**config.mk**
```make
export PLATFORM = sky130hd
export DESIGN_NAME = han_carlson
export DESIGN_NICKNAME = d
export VERILOG_FILES = /design/src/rtl/han_carlson_pkg.sv /design/src/rtl/hc_prefix_cell.sv /design/src/rtl/han_carlson.sv
export SDC_FILE = /design/constraint.sdc
export NUM_CORES = 1
export LEC_CHECK = 0
export CORE_AREA = 2 2 105 107
export DETAILED_ROUTE_END_ITERATION = 10
export DIE_AREA = 0 0 107 109
export PLACE_DENSITY_LB_ADDON = 0.1
export SLEW_MARGIN = 20
export SYNTH_ARGS = -nofsm -noshare
export SYNTH_HDL_FRONTEND = slang
export SYNTH_SLANG_ARGS = --single-unit
```
**constraint.sdc**
```tcl
create_clock -name clk -period 3.8 [get_ports clk]
set_input_delay 0.57 -clock clk [delete_from_list [all_inputs] [get_ports clk]]
set_output_delay 0.57 -clock clk [all_outputs]
set_load 0.005 [all_outputs]
```
**src/rtl/han_carlson_pkg.sv**
```systemverilog
// Shared definitions for the han_carlson adder.
//   HC_WIDTH   : default operand width
//   gp_t       : (generate, propagate) pair carried through the prefix tree
//   hc_levels  : number of prefix levels for a width, log2(width) plus the even-bit fix-up level
package han_carlson_pkg;

    localparam int HC_WIDTH = 32;

    typedef struct packed {
        logic g;
        logic p;
    } gp_t;

    // For a power-of-two width, clog2 of twice the width is log2(width) plus one level.
    function automatic int hc_levels(input int width);
        return $clog2(2 * width);
    endfunction

    localparam int HC_LEVELS = hc_levels(HC_WIDTH);

endpackage

```
**src/rtl/hc_prefix_cell.sv**
```systemverilog
// Parallel-prefix combine cell.
//   GRAY = 0 : black cell, o = (hi.g | hi.p & lo.g, hi.p & lo.p)
//   GRAY = 1 : gray cell, group generate only; o.p is tied low because nothing
//              downstream of a group that already reaches bit 0 needs it.
// Ports:
//   hi : (g, p) of the more significant group
//   lo : (g, p) of the adjacent less significant group
//   o  : combined group
module hc_prefix_cell
    import han_carlson_pkg::*;
#(
    parameter bit GRAY = 1'b0
) (
    input  gp_t hi,
    input  gp_t lo,
    output gp_t o
);

    assign o.g = hi.g | (hi.p & lo.g);
    assign o.p = GRAY ? 1'b0 : (hi.p & lo.p);

endmodule

```
**src/rtl/han_carlson.sv**
```systemverilog
// Registered Han-Carlson parallel-prefix adder: sum = (a plus b plus cin) mod 2^WIDTH.
// Kogge-Stone network on odd bit positions, then a single gray level fills in the
// even positions. Carry-in is folded into the bit-0 generate.
// Optional macro HAN_CARLSON_IN_REG_EN adds an input register stage (latency 2
// instead of 1).
// Ports:
//   clk       : clock, rising edge
//   rst_n     : synchronous active-low reset
//   in_valid  : a, b, cin valid this cycle
//   a, b      : unsigned addends, WIDTH bits
//   cin       : carry-in
//   sum       : registered sum, holds while no new result
//   cout      : registered carry-out of bit WIDTH-1
//   out_valid : one-cycle flag, sum/cout carry a new result
module han_carlson
    import han_carlson_pkg::*;
#(
    parameter int WIDTH = HC_WIDTH
) (
    input  logic             clk,
    input  logic             rst_n,
    input  logic             in_valid,
    input  logic [WIDTH-1:0] a,
    input  logic [WIDTH-1:0] b,
    input  logic             cin,
    output logic [WIDTH-1:0] sum,
    output logic             cout,
    output logic             out_valid
);

    localparam int LEVELS = hc_levels(WIDTH);
    localparam int KS     = LEVELS - 1;

    logic [WIDTH-1:0] a_t;
    logic [WIDTH-1:0] b_t;
    logic             cin_t;
    logic             v_t;

`ifdef HAN_CARLSON_IN_REG_EN
    always_ff @(posedge clk) begin
        if (!rst_n) begin
            a_t   <= '0;
            b_t   <= '0;
            cin_t <= 1'b0;
            v_t   <= 1'b0;
        end else begin
            a_t   <= a;
            b_t   <= b;
            cin_t <= cin;
            v_t   <= in_valid;
        end
    end
`else
    assign a_t   = a;
    assign b_t   = b;
    assign cin_t = cin;
    assign v_t   = in_valid;
`endif

    // tree[k][i] is the (G, P) of bit i after prefix level k; level 0 is pre-processing.
    gp_t [WIDTH-1:0] tree [0:KS];
    gp_t [WIDTH-1:0] fin;
    logic [WIDTH-1:0] pvec;
    logic [WIDTH-1:0] gfin;
    logic [WIDTH-1:0] carry;
    logic [WIDTH-1:0] sum_d;
    logic             cout_d;

    for (genvar i = 0; i < WIDTH; i++) begin : g_pre
        assign pvec[i] = a_t[i] ^ b_t[i];
        if (i == 0) begin : g_b0
            assign tree[0][i] = '{g: (a_t[i] & b_t[i]) | (pvec[i] & cin_t), p: pvec[i]};
        end else begin : g_bn
            assign tree[0][i] = '{g: a_t[i] & b_t[i], p: pvec[i]};
        end
    end

    // Odd bits only. From level 2 on the partner distance is even, so an odd bit
    // always pairs with another odd bit; even bits pass straight through.
    // A cell whose result already spans down to bit 0 only needs G.
    for (genvar k = 1; k <= KS; k++) begin : g_lvl
        localparam int D = 1 << (k - 1);
        for (genvar i = 0; i < WIDTH; i++) begin : g_bit
            if ((i % 2 == 1) && (i >= D)) begin : g_cell
                hc_prefix_cell #(.GRAY(i < (1 << k))) u_cell (
                    .hi (tree[k-1][i]),
                    .lo (tree[k-1][i-D]),
                    .o  (tree[k][i])
                );
            end else begin : g_pass
                assign tree[k][i] = tree[k-1][i];
            end
        end
    end

    // Final level: each even bit i>0 picks up the complete group (i-1:0) from its odd neighbour.
    for (genvar i = 0; i < WIDTH; i++) begin : g_fin
        if ((i % 2 == 0) && (i > 0)) begin : g_even
            hc_prefix_cell #(.GRAY(1'b1)) u_cell (
                .hi (tree[KS][i]),
                .lo (tree[KS][i-1]),
                .o  (fin[i])
            );
        end else begin : g_keep
            assign fin[i] = tree[KS][i];
        end
        assign gfin[i] = fin[i].g;
    end

    assign carry  = {gfin[WIDTH-2:0], cin_t};
    assign sum_d  = pvec ^ carry;
    assign cout_d = gfin[WIDTH-1];

    always_ff @(posedge clk) begin
        if (!rst_n) begin
            sum       <= '0;
            cout      <= 1'b0;
            out_valid <= 1'b0;
        end else begin
            out_valid <= v_t;
            if (v_t) begin
                sum  <= sum_d;
                cout <= cout_d;
            end
        end
    end

endmodule

```
# Yosys cells after proc, flatten, opt, wreduce, memory -nomap -nowiden
# Cells that the tools add are included.
op_classes:
  bitwise: 276
ops:
  columns: ["op", "count"]
  rows:
  - ["bitwise AND 1 bit", 162]
  - ["bitwise OR 1 bit", 81]
  - ["bitwise XOR 1 bit", 32]
  - ["bitwise XOR 32 bit", 1]
totals:
  register_bits: 34
  output_inout_bits: 34
  input_bits: 68

# Logic depth before layout (Yosys ltp)
# Gate-level depths: netlist (run 1).
logic_depth:
  ltp_word: 14
  mapped_depth: 15

# Hierarchy
# Synthesis (run 1) repeated with hierarchy kept, for this count alone.
unflattened:
  hier_cells: 366
  hier_area_um2: 3347.0
by_module_without_submodules:
  columns: ["mod", "n_inst", "area_each_um2", "cells_each"]
  rows:
  - ["han_carlson", 1, 2029.4, 175]
  - ["hc_prefix_cell (g_lvl[1].g_bit[11].g_cell.u_cell ...)", 49, 15.0, 2]
  - ["hc_prefix_cell (g_fin[10].g_even.u_cell ...)", 31, 18.8, 3]

# Worst setup path before layout (run 1)
# OpenSTA, ideal clock, no wires.
synth_timing:
  path_kind: "in2reg"
  start: "in a[0]"
  end: "reg sum[24]"
  path_stages: 14
  arrival_ns: 3.135
  setup_ns: 0.116
  slack_ns: 0.548
  path_cell_list: "inv_1 > fa_1 > inv_1 > fa_1 > a21o_2 > nand4_4 > a211oi_2 > nor2_2 > o41a_1 > o21bai_1 > a21o_1 > fa_1 > mux2i_1 > nor2b_1"
synth_via:
  elab_chain_len: 12
  word_cells_on_any_way: 13
synth_lines:
  columns: ["item", "line", "rtl"]
  rows:
  - ["start: declaration", "han_carlson.sv:23", "input logic [WIDTH-1:0] a,"]
  - ["bitwise XOR 1 bit", "han_carlson.sv:70", "assign pvec[i] = a_t[i] ^ b_t[i];"]
  - ["bitwise AND 1 bit", "han_carlson.sv:72", "assign tree[0][i] = '{g: (a_t[i] & b_t[i]) | (pvec[i] & cin_t), p: pvec[i]};"]
  - ["bitwise OR 1 bit (*)", "han_carlson.sv:72", null]
  - ["bitwise AND 1 bit (*)", "hc_prefix_cell.sv:19", "assign o.g = hi.g | (hi.p & lo.g);"]
  - ["bitwise OR 1 bit (*)", "hc_prefix_cell.sv:19", null]
  - ["bitwise AND 1 bit (*)", "hc_prefix_cell.sv:19", null]
  - ["bitwise OR 1 bit (*)", "hc_prefix_cell.sv:19", null]
  - ["bitwise AND 1 bit (*)", "hc_prefix_cell.sv:19", null]
  - ["bitwise OR 1 bit (*)", "hc_prefix_cell.sv:19", null]
  - ["bitwise AND 1 bit (*)", "hc_prefix_cell.sv:19", null]
  - ["bitwise OR 1 bit (*)", "hc_prefix_cell.sv:19", null]
  - ["bitwise XOR 32 bit (*)", "han_carlson.sv:111", "assign sum_d = pvec ^ carry;"]
  - ["via sum_d[24]", "han_carlson.sv:66", "logic [WIDTH-1:0] sum_d;"]
  - ["end signal: assignment", "han_carlson.sv:122", "sum <= sum_d;"]
  - ["end: declaration", "han_carlson.sv:26", "output logic [WIDTH-1:0] sum,"]
# The timed path passes the listed nets; every way through them passes the cells marked *.
# A chain may end at the register's enable or synchronous reset.

# Worst setup path after layout (run 1)
# Ends and elaborated chain as after synthesis.

==> results of run 1 <==
==> metrics by stage <==
| step | cell area [um2] | hold slack, ns | setup slack [ns] | std cells | TNS [ns] |
|---|---|---|---|---|---|
| 3_3_place_gp | 3770 | 0.462 | -0.143 | 505 | -0.412 |
| 2_1_floorplan | 2560 | 0.477 | 0.548 | 265 | 0 |
| 6_report | 3920 | 0.483 | 0.229 | 513 | 0 |
| 3_5_place_dp | 3770 | 0.468 | -0.177 | 505 | -0.567 |
| 5_1_grt | 3920 | 0.502 | 0.00334 | 513 | 0 |
| 4_1_cts | 3910 | 0.489 | 0.133 | 513 | 0 |
==> sequential cells by signal, indices dropped and copies added, names as in the netlist <==
name	count
cout	1
out_valid	1
sum	32
==> cells by family after synthesis <==
group	after synthesis	share of synthesized area
buf+inv	32	0.0473
simple gates	63	0.127
compound gates	58	0.168
fa+ha+maj	47	0.279
mux	16	0.0624
flops	34	0.265
xor+xnor	15	0.0512
==> Yosys cell counts, drive strengths merged, types with 2 or more instances <==
master	n	area [um2]
o211a	16	160
nand2	26	97.6
ha	30	375
nor2	10	40.0
a211oi	2	20.0
xnor2	15	131
clkbuf	7	26.3
fa	17	340
mux2i	16	160
nand4	3	33.8
inv	23	86.3
o21a	4	30.0
nor2b	19	119
dfxtp	34	681
o21ai	9	45.0
o21bai	2	15.0
a21oi	15	75.1
a21o	5	38.8
buf	2	8.75
==> report_power, final <==
part           switching, mW  internal (mW)
Sequential            0.0199          0.395
Combinational          0.179          0.255
Clock                  0.152          0.263
==> per-layer routing <==
metal / part of all wire / track usage / up-vias
li1: - / - / 1124
met2: 0.50 / 0.216 / 54
met1: 0.44 / 0.142 / 1053
met4: 0.012 / 0.0334 / 0
met5: 0 / 0 / -
met3: 0.046 / 0.0233 / 5
==> placed cells by master (no fill, tap or decap), types with 2 or more instances in the layout <==
cell / count
ha_1: 30
a21o_1: 4
nand4_1: 2
o21ai_1: 3
a21oi_1: 14
o211a_1: 16
nor2b_1: 19
o21a_1: 4
inv_1: 23
clkbuf_8: 5
nand2_1: 26
o21ai_0: 6
bufinv_16: 2
fa_1: 17
o21bai_1: 2
dfxtp_1: 34
buf_4: 8
clkdlybuf4s50_1: 100
xnor2_1: 15
nor2_1: 9
mux2i_1: 16
==> layout make-up <==
cell class,instances,area [um2],share of cell area
multi-input cells,199,1770,0.453
repair buffers,109,1070,0.272
flip-flops and latches,34,681,0.174
well taps,140,175,0.0447
inverters,23,86.3,0.0220
clock buffers,5,68.8,0.0176
clock inverters,3,68.8,0.0176
==> worst max-delay path, cell delays in order <==
cell and delay [ns]:
clkdlybuf4s50_1 0.45, inv_1 0.05, fa_1 0.40, inv_1 0.07, fa_1 0.18, a21o_2 0.17
nand4_4 0.13, a211oi_4 0.29, nor2_2 0.09, o41a_1 0.47, o21bai_1 0.14, a21o_1 0.14
fa_1 0.40, mux2i_1 0.14, nor2b_1 0.06
==> path summary, 6_finish.rpt <==
path	from	to	slack, ns	cells past startpoint
setup reg to reg	sum[28]$_SDFFE_PN0P_	sum[28]$_SDFFE_PN0P_	3.17	1
hold / removal	sum[12]$_SDFFE_PN0P_	sum[12]$_SDFFE_PN0P_	0.48	1
hold reg to reg	sum[12]$_SDFFE_PN0P_	sum[12]$_SDFFE_PN0P_	0.48	1
setup / recovery	a[0]	sum[24]$_SDFFE_PN0P_	0.23	15
==> summary.md, run 1 <==
| Metric | Value |
|---|---|
| Status | `complete, no violations` |
| Pins Over Slew Limit | `0` |
| Via count | `2236` |
| Lkg Pwr | `1.76 nW` |
| CTS resizes | `0` |
| Count of cell types in the netlist | `35` |
| Post-CTS Hold Buffers | `0` |
| Mapped cell area | `2560 um2` |
| Pin count of the biggest net entering global routing | `30` |
| F_max | `280 MHz` |
| Sink Count | `34` |
| CTS root buffer | `clkbuf_8` |
| EDFF count, synth | `0` |
| Main flop type after synthesis | `dfxtp_1` |
| Vias per cell | `4.36` |
| Initial antenna violation count | `0` |
| ANT nets after route | `0` |
| Residual DRC | `0` |
| Flops & latches, synth | `34` |
| Core outline area | `10600 um2` |
| Post-Syn Nets | `380` |
| DR iter-0 viols | `39` |
| DRT Pass-1 Iters | `4` |
| I/O Pins | `102` |
| Layout cell share with drive strength beyond 1 | `0.0590` |
| Startpoint types | `input pin` |
| Total GRT Usage | `0.119` |
| Async S/R FF share, synth | `0` |
| Ant. Diodes | `0` |
| WL final | `6430 um` |
| Routability cong. | `0.756` |
| Vias in the first global route | `2392` |
| Grt total ovfl | `0` |
| PortBufs | `101` |
| Worst vdd ir | `0.145 mV` |
| Detailed-placement wirelength estimate | `5280 um` |
| Fill cells | `1098` |
| Die area | `11700 um2` |
| Power Total | `1.26 mW` |
| # setup viols final | `0` |
| CTS tree | `yes` |
| Relative slew margins | `0.407` |
| Power per cell area | `323 nW/um2` |
| First-pass GRT wire length | `11000 um` |
| Post-DR wirelength/cell | `12.5 um` |
| Worst EP arrival | `3.76 ns` |
| Required time worst endpoint | `3.98 ns` |
| Die Ht | `109 um` |
| Critical path peak fanout | `3` |
| Final critical-path required period | `3.57 ns` |
| Core Rows | `38` |
| Fin nets | `487` |
| Initial Util | `0.242` |
| Post-synthesis sequential area ratio | `0.265` |
| Setup bufs post-CTS | `0` |
| Clock H-tree levels | `2` |
| Area growth from synthesis to layout | `52.8%` |
| Period utilisation layout | `0.940` |
| Syn avg cell area | `9.68 um2` |
| Clk slew on worst S/H paths | `0.08 ns` |
| Bufs on Longest Clock Path | `2` |
| RSZ-0062 raised after global routing | `false` |
| Worst skew pair latency | `0.28 ns` |
| Synth warnings | `0` |
| CP endpoint kind | `flip-flop` |
| Max-Cap Viols | `0` |
| Setup CP Type | `input pin to flip-flop` |
| CTS Buf Count | `5` |
| Clk_skew | `0 ns` |
| Finished Core Util | `0.370` |
| Final Hold Fails | `0` |
| Worst slew pin tran | `0.887 ns` |
| Hold crit path type | `flip-flop to flip-flop` |
| Post-Synthesis Cells | `265` |
| Die X | `107 um` |
Power figures use the tool's default switching activity.
==> run 2: changes to the inputs <==
--- a/config.mk
+++ b/config.mk
@@ -6,6 +6,7 @@
 export NUM_CORES = 1
 export LEC_CHECK = 0
 export CORE_AREA = 2 2 105 107
+export CTS_CLUSTER_SIZE = 8
 export DETAILED_ROUTE_END_ITERATION = 10
 export DIE_AREA = 0 0 107 109
 export PLACE_DENSITY_LB_ADDON = 0.1
==> results of run 2 <==
No change in the layout: final DEF, timing and power equal those of run 1.
==> run 3: changes to the inputs <==
--- a/config.mk
+++ b/config.mk
@@ -6,7 +6,6 @@
 export NUM_CORES = 1
 export LEC_CHECK = 0
 export CORE_AREA = 2 2 105 107
-export CTS_CLUSTER_SIZE = 8
 export DETAILED_ROUTE_END_ITERATION = 10
 export DIE_AREA = 0 0 107 109
 export PLACE_DENSITY_LB_ADDON = 0.1
@@ -14,3 +13,4 @@
 export SYNTH_ARGS = -nofsm -noshare
 export SYNTH_HDL_FRONTEND = slang
 export SYNTH_SLANG_ARGS = --single-unit
+export TNS_END_PERCENT = 1
==> results of run 3 <==
No change in the layout: final DEF, timing and power equal those of run 1.
